## src/rtl/bip_control_unit.sv

```systemverilog
// BIP control unit: run/halt sequencing, registered instruction decode,
// illegal-opcode flag and a saturating retired-instruction counter.
//
// state  | meaning
// IDLE   | after reset, waits for i_start, instructions ignored
// RUN    | decodes one valid instruction per cycle, HALT leaves
// HALTED | stopped by HALT, i_start restarts and clears count/illegal
module bip_control_unit #(
  parameter int N_OP  = 5,
  parameter int TAM   = 2,
  parameter int OP_W  = 3,
  parameter int CNT_W = 16
) (
  input  logic             i_clk,
  input  logic             i_reset,
  input  logic             i_start,
  input  logic             i_valid,
  input  logic [N_OP-1:0]  i_OPcode,
  output logic [TAM-1:0]   o_selA,
  output logic             o_selB,
  output logic             o_WrAcc,
  output logic [OP_W-1:0]  o_OP,
  output logic             o_WrPC,
  output logic             o_WrRam,
  output logic             o_RdRam,
  output logic             o_busy,
  output logic             o_halted,
  output logic             o_illegal,
  output logic [CNT_W-1:0] o_instr_count
);

  typedef enum logic [1:0] {IDLE, RUN, HALTED} state_t;

  localparam logic [N_OP-1:0] OP_HALT  = N_OP'(0);
  localparam logic [N_OP-1:0] OP_STORE = N_OP'(1);
  localparam logic [N_OP-1:0] OP_LOAD  = N_OP'(2);
  localparam logic [N_OP-1:0] OP_LOADI = N_OP'(3);
  localparam logic [N_OP-1:0] OP_ADD   = N_OP'(4);
  localparam logic [N_OP-1:0] OP_ADDI  = N_OP'(5);
  localparam logic [N_OP-1:0] OP_SUB   = N_OP'(6);
  localparam logic [N_OP-1:0] OP_SUBI  = N_OP'(7);
  localparam logic [N_OP-1:0] OP_AND   = N_OP'(8);
  localparam logic [N_OP-1:0] OP_ANDI  = N_OP'(9);
  localparam logic [N_OP-1:0] OP_OR    = N_OP'(10);
  localparam logic [N_OP-1:0] OP_ORI   = N_OP'(11);
  localparam logic [N_OP-1:0] OP_XOR   = N_OP'(12);
  localparam logic [N_OP-1:0] OP_XORI  = N_OP'(13);

  localparam logic [TAM-1:0] SEL_RAM = TAM'(0);
  localparam logic [TAM-1:0] SEL_IMM = TAM'(1);
  localparam logic [TAM-1:0] SEL_ALU = TAM'(2);

  localparam logic [OP_W-1:0] ALU_ADD = OP_W'(0);
  localparam logic [OP_W-1:0] ALU_SUB = OP_W'(1);
  localparam logic [OP_W-1:0] ALU_AND = OP_W'(2);
  localparam logic [OP_W-1:0] ALU_OR  = OP_W'(3);
  localparam logic [OP_W-1:0] ALU_XOR = OP_W'(4);

  state_t            state;
  logic [TAM-1:0]    dSelA;
  logic              dSelB;
  logic              dWrAcc;
  logic [OP_W-1:0]   dOP;
  logic              dWrPC;
  logic              dWrRam;
  logic              dRdRam;
  logic              dIllegal;

  // Unknown opcodes fall through to the default and execute as a PC-only NOP.
  always_comb begin
    dSelA    = SEL_RAM;
    dSelB    = 1'b0;
    dWrAcc   = 1'b0;
    dOP      = ALU_ADD;
    dWrPC    = 1'b1;
    dWrRam   = 1'b0;
    dRdRam   = 1'b0;
    dIllegal = 1'b0;
    case (i_OPcode)
      OP_HALT:  dWrPC = 1'b0;
      OP_STORE: dWrRam = 1'b1;
      OP_LOAD: begin
        dWrAcc = 1'b1;
        dRdRam = 1'b1;
      end
      OP_LOADI: begin
        dSelA  = SEL_IMM;
        dWrAcc = 1'b1;
      end
      OP_ADD, OP_ADDI, OP_SUB, OP_SUBI, OP_AND, OP_ANDI,
      OP_OR, OP_ORI, OP_XOR, OP_XORI: begin
        dSelA  = SEL_ALU;
        dWrAcc = 1'b1;
        dSelB  = i_OPcode[0];
        dRdRam = !i_OPcode[0];
        case (i_OPcode)
          OP_SUB, OP_SUBI: dOP = ALU_SUB;
          OP_AND, OP_ANDI: dOP = ALU_AND;
          OP_OR,  OP_ORI:  dOP = ALU_OR;
          OP_XOR, OP_XORI: dOP = ALU_XOR;
          default:         dOP = ALU_ADD;
        endcase
      end
      default: dIllegal = 1'b1;
    endcase
  end

  always_ff @(posedge i_clk) begin
    if (!i_reset) begin
      state         <= IDLE;
      o_selA        <= '0;
      o_selB        <= 1'b0;
      o_WrAcc       <= 1'b0;
      o_OP          <= '0;
      o_WrPC        <= 1'b0;
      o_WrRam       <= 1'b0;
      o_RdRam       <= 1'b0;
      o_busy        <= 1'b0;
      o_halted      <= 1'b0;
      o_illegal     <= 1'b0;
      o_instr_count <= '0;
    end else begin
      o_selA  <= '0;
      o_selB  <= 1'b0;
      o_WrAcc <= 1'b0;
      o_OP    <= '0;
      o_WrPC  <= 1'b0;
      o_WrRam <= 1'b0;
      o_RdRam <= 1'b0;
      case (state)
        IDLE: begin
          if (i_start) begin
            state  <= RUN;
            o_busy <= 1'b1;
          end
        end
        RUN: begin
          if (i_valid) begin
            if (i_OPcode == OP_HALT) begin
              state    <= HALTED;
              o_busy   <= 1'b0;
              o_halted <= 1'b1;
            end else begin
              o_selA  <= dSelA;
              o_selB  <= dSelB;
              o_WrAcc <= dWrAcc;
              o_OP    <= dOP;
              o_WrPC  <= dWrPC;
              o_WrRam <= dWrRam;
              o_RdRam <= dRdRam;
              if (dIllegal) o_illegal <= 1'b1;
              if (o_instr_count != '1) o_instr_count <= o_instr_count + CNT_W'(1);
            end
          end
        end
        HALTED: begin
          if (i_start) begin
            state         <= RUN;
            o_busy        <= 1'b1;
            o_halted      <= 1'b0;
            o_illegal     <= 1'b0;
            o_instr_count <= '0;
          end
        end
        default: state <= IDLE;
      endcase
    end
  end

endmodule
```

## config.mk

```make
export PLATFORM = sky130hd
export DESIGN_NAME = bip_control_unit
export DESIGN_NICKNAME = d
export VERILOG_FILES = /design/src/rtl/bip_control_unit.sv
export SDC_FILE = /design/constraint.sdc
export NUM_CORES = 1
export LEC_CHECK = 0
export CORE_MARGIN = 5
export CORE_UTILIZATION = 47
export DETAILED_ROUTE_END_ITERATION = 16
export PLACE_DENSITY_LB_ADDON = 0.25
export REMOVE_ABC_BUFFERS = 1
export SLEW_MARGIN = 20
export SYNTH_ARGS = -nofsm -noshare
export SYNTH_HDL_FRONTEND = slang
export SYNTH_SLANG_ARGS = --single-unit
export TNS_END_PERCENT = 5
```

## constraint.sdc

```tcl
create_clock -name i_clk -period 2.23 [get_ports i_clk]
set_input_delay 0.446 -clock i_clk [delete_from_list [all_inputs] [get_ports i_clk]]
set_output_delay 0.446 -clock i_clk [all_outputs]
set_load 0.05 [all_outputs]
```

### Word-level counts from Yosys, hierarchy flattened

Memory sizes are Yosys's and may differ from the RTL's. A register that Yosys moved wholly into a read port is not among the register bits.
Cells that the tools add are included.

* flip-flop bits (word level): 28
* memory bits (read-only): 48
* input port bits: 9
* output and inout port bits: 29
* logic and storage cells: 84
* memories: 1

Memories
* (no name shown): words 16, bits a word 3, rd ports 1, clocked after memory_dff 1, wr ports 0, RTL line 96 `case (i_OPcode)`

* add/sub/neg operators: 1
* equality and inequality tests: 23
* mux-type cells: 26
* bitwise operators: 4
* reduce and logical (&&, ||, !) cells: 18

Operators by type and width (number)
* 16-bit 2-to-1 mux: 4
* 16-bit one-hot mux with 2 select lines: 1
* 5-bit by 4-bit == test with 1-bit output, second input constant: 6
* 5-bit by 3-bit == test with 1-bit output, second input constant: 4
* 16-bit by 1-bit adder with 16-bit output, second input constant: 1
* 16-bit inequality test, second input constant: 1
* 14-bit OR reduction: 1
* 1-bit 2-to-1 mux: 12
* 2-bit inequality test, second input constant: 6
* 12-bit OR reduction: 1
* 5-bit by 2-bit == test with 1-bit output, second input constant: 2
* 5-bit AND reduction: 2
* 10-bit OR reduction: 1
* 1-bit one-hot mux with 2 select lines: 4
* 2-bit one-hot mux with 2 select lines: 2
* 4-bit AND reduction: 2
* 2-bit 2-to-1 mux: 3
* 3-bit AND reduction: 2
* 6-bit OR reduction: 1
* 5-bit by 1-bit == test with 1-bit output, second input constant: 1
* 5-bit zero test: 1
* 5-bit OR reduction: 1
* 1-bit inverter: 4
* 2-bit nonzero test: 2
* other kinds (7): 7

### Logic depth before layout (Yosys ltp)

* word-level depth: 6
* gate-level depth with buffers: 6
* gate-level depth less buffers: 6

### Least setup slack after synthesis

Ideal clock, no wire load.

* path type: reg-to-reg
* from: register o_instr_count[0]
* to: register o_instr_count[10]
* library setup time: 0.091 ns
* arrival: 1.931 ns
* required time: 2.139 ns
* setup slack: 0.208 ns
* cell stages (with the launch flop): 7
* buffers on the path: 0
* path through: dfxtp_1 -> ha_1 -> nand3_1 -> nor2_1 -> a21boi_1 -> a31oi_1 -> a311oi_1

* word-level cells in the longest chain between the ends: 5
* elaborated cells on any way between the ends: 8
* classes of those cells: 1 x add/sub; 2 x eq/ne; 4 x mux; 1 x reduce/logical

RTL lines
* start, declared: RTL line 29 `output logic [CNT_W-1:0] o_instr_count`
* start signal, assigned: RTL line 152 `if (o_instr_count != '1) o_instr_count <= o_instr_count + CNT_W'(1);`
* 16-bit by 1-bit adder with 16-bit output: RTL line 152
* 16-bit 2-to-1 mux: RTL line 152
* 16-bit 2-to-1 mux: RTL line 139 `if (i_OPcode == OP_HALT) begin`
* 16-bit 2-to-1 mux: RTL line 138 `if (i_valid) begin`
* 16-bit one-hot mux with 2 select lines: RTL line 130 `case (state)`

Several ways; a longest one is shown, not always the timed one. The select of a mux whose other input is x is not followed.
A chain may end at the register's enable or synchronous reset.

### Worst setup path in the final report

* from: register o_instr_count[12]
* to: output o_instr_count[12]

No word-level cell between the ends.

==> run summary <==
Post CTS Setup Buffer Count - 0
Synth cell types - 48
post-CTS sizing - 0
Worst EP required - 1780 ps
Tot GR Track Use - 18.3%
worst-case clock buffer depth - 2
Initial Utilization - 50.3%
clock latency at the later pin of the worst-skew pair - 320 ps
Ports - 38
relative slew slack - 65.5%
core area - 2810 sq um
final hold vios - 0
Max Cap Viol - 0
Peak VDD IR - 0.000461 V
Top delay family on crit path - buffers and inverters
# setup viols final - 0
routed vias/inst - 5.74
leak pwr - 0.694 nW
die area - 4200 sq um
Synth Cell Area - 1410 sq um
largest fanout on the critical path - 8
layout cells sized above 1 - 12.4%
register area share after synthesis - 44.0%
Max Slew Vio Count - 0
First DRT Iteration DRCs - 56
routability congestion estimate - 0.889
total congestion overflow - 0
outcome - finished clean
CP arrival - 1630 ps
Max Fclk - 0.481 GHz
number of global-route vias before repair - 1365
Synth Flop Type - dfxtp_1
initial antenna violation count - 0
Setup TNS - 0 ps
CTS tree - done
# hold bufs at CTS - 0
CP endpoint kind - primary output
Synth async-reset ratio - 0%
FP Rows - 19
Final Util - 69.0%
minimum clock period - 2080 ps
average instance area after synthesis - 8.87 sq um
synth warn - 0
Least-Margin Pin Slew - 517 ps
drt wl/cell - 14.5 microns
Critical path buffers and inverters - 1
FF+latch count, synth - 31
drt drc - 0
ant diodes - 0
DR vias - 1383
largest net degree at the start of global routing - 11
CP max stage cell - clkdlybuf4s50_1
Final nets - 219
RSZ-0062 raised after global routing - no
first-pass GRT wire length - 6.03 mm
Worst-path clk slew - 100 ps
port bufs - 37
Root Buffer - clkbuf_4
# H-tree levels - 2
Die W - 64.8 microns
Post-synth EDFFs - 0
worst-path cell chain - clkdlybuf4s50_1
detailed placement HPWL - 2.72 mm
Pre-antenna DRT Iters - 4
post-route ant nets - 0
Area growth, synth to finish - 37.4%
drt total wl - 3.50 mm
clk_skew - 6.35 ps
Max stage delay on crit path - 860 ps
Clock Sinks - 31
Syn Inst Count - 159
TritonCTS buffer count - 5
Die H - 64.8 microns
Crit Path Class - flop to primary output
pwr dens - 544 nW/um^2
fill count - 248
HP Class - flop to flop
CP startpoint kind - flop
crit share post-route - 93.2%
[synth_stat cells (2+ instances only)]
master	instances	area share [%]
dfxtp_1	31	44
nor2_1	14	3.7
a21oi_1	13	4.6
nand2_1	11	2.9
nand3_1	10	3.5
and3_1	9	4.0
nand4_1	7	3.1
inv_1	5	1.3
nor3_1	5	1.8
and2_1	3	1.3
nor4_1	3	1.3
or3_1	3	1.3
a21o_1	2	1.1
a31o_2	2	1.2
a31oi_1	2	0.89
nand2b_1	2	0.89
nand3b_1	2	1.1
nor2b_1	2	0.89
o21ai_0	2	0.71
o31ai_1	2	1.1
or4_1	2	1.1
[worst paths after layout]
check	slack, ps	endpoint	depth (start not counted)	startpoint
min	480	o_illegal	2	o_illegal
max	150	o_instr_count[12]	1	o_instr_count[12]
max reg2reg	280	o_instr_count[10]	6	o_instr_count[0]
min reg2reg	480	o_illegal	2	o_illegal
[tightest hold or removal path: stages (launching register included)]
cell and delay [ps]:
dfxtp_1 340, a21oi_1 40, nor2_1 70
[area by class of cell]
class / count / area, sq um / share of cell area (%)
clock buffers: 8 / 68.8 / 3.55
inverters: 5 / 18.8 / 0.969
multi-input cells: 122 / 767 / 39.6
flip-flops and latches: 31 / 621 / 32.0
repair buffers: 44 / 423 / 21.8
well taps: 31 / 38.8 / 2.00
[per-stage QoR]
step	cells	power (mW)	setup slack, ps	area (sq um)	hold WS [ps]
floorplan	158	0.639	207	1410	518
global placement	233	0.691	65.3	1870	452
detailed placement	233	0.694	8.05	1870	462
CTS	241	1.06	141	1940	488
global route	241	1.11	77.5	1940	520
finish	241	1.05	151	1940	480
[layer usage]
metal | vias to the layer above | global-route usage [%] | routed length [microns]
met4 | 0 | 6.33 | 44
li1 | 687 | - | -
met1 | 658 | 18.6 | 1460
met3 | 6 | 7.08 | 186
met2 | 32 | 33.7 | 1810
met5 | - | 0 | 0
[power by group]
part           internal (mW)  switching (mW)
registers              0.561         0.00614
clock network          0.185           0.187
logic                 0.0474          0.0668
total                  0.794           0.260
[registers in the layout, summed over array words and instances (netlist names)]
name / count
o_illegal: 1
o_selB: 1
o_WrPC: 1
state: 2
o_WrAcc: 1
o_instr_count: 16
o_busy: 1
o_selA: 2
o_halted: 1
o_WrRam: 1
o_RdRam: 1
o_OP: 3
[cell families (layout without fill, tap and decap cells)]
logic type,after synthesis,count (layout),synth area share [%]
compound gates,36,36,19.3
xor+xnor,2,2,1.24
fa+ha+maj,1,1,0.887
buf+inv,6,57,1.60
flops,31,31,44.0
mux,1,1,0.710
simple gates,82,82,32.3
[cell usage in the layout (no fill, tap or decap), types with 2 or more instances in the layout]
cell              n
clkdlybuf4s50_1  37
dfxtp_1          31
nor2_1           14
a21oi_1          13
nand2_1          11
nand3_1          10
and3_1            9
nand4_1           7
buf_4             7
nor3_1            5
inv_1             5
clkbuf_4          5
nor4_1            3
and2_1            3
or3_1             3
nand3b_1          2
nand2b_1          2
a31o_2            2
nor2b_1           2
o31ai_1           2
or4_1             2
o21ai_0           2
a21o_1            2
a31oi_1           2
clkbuf_8          2
Power figures use the tool's default switching activity.
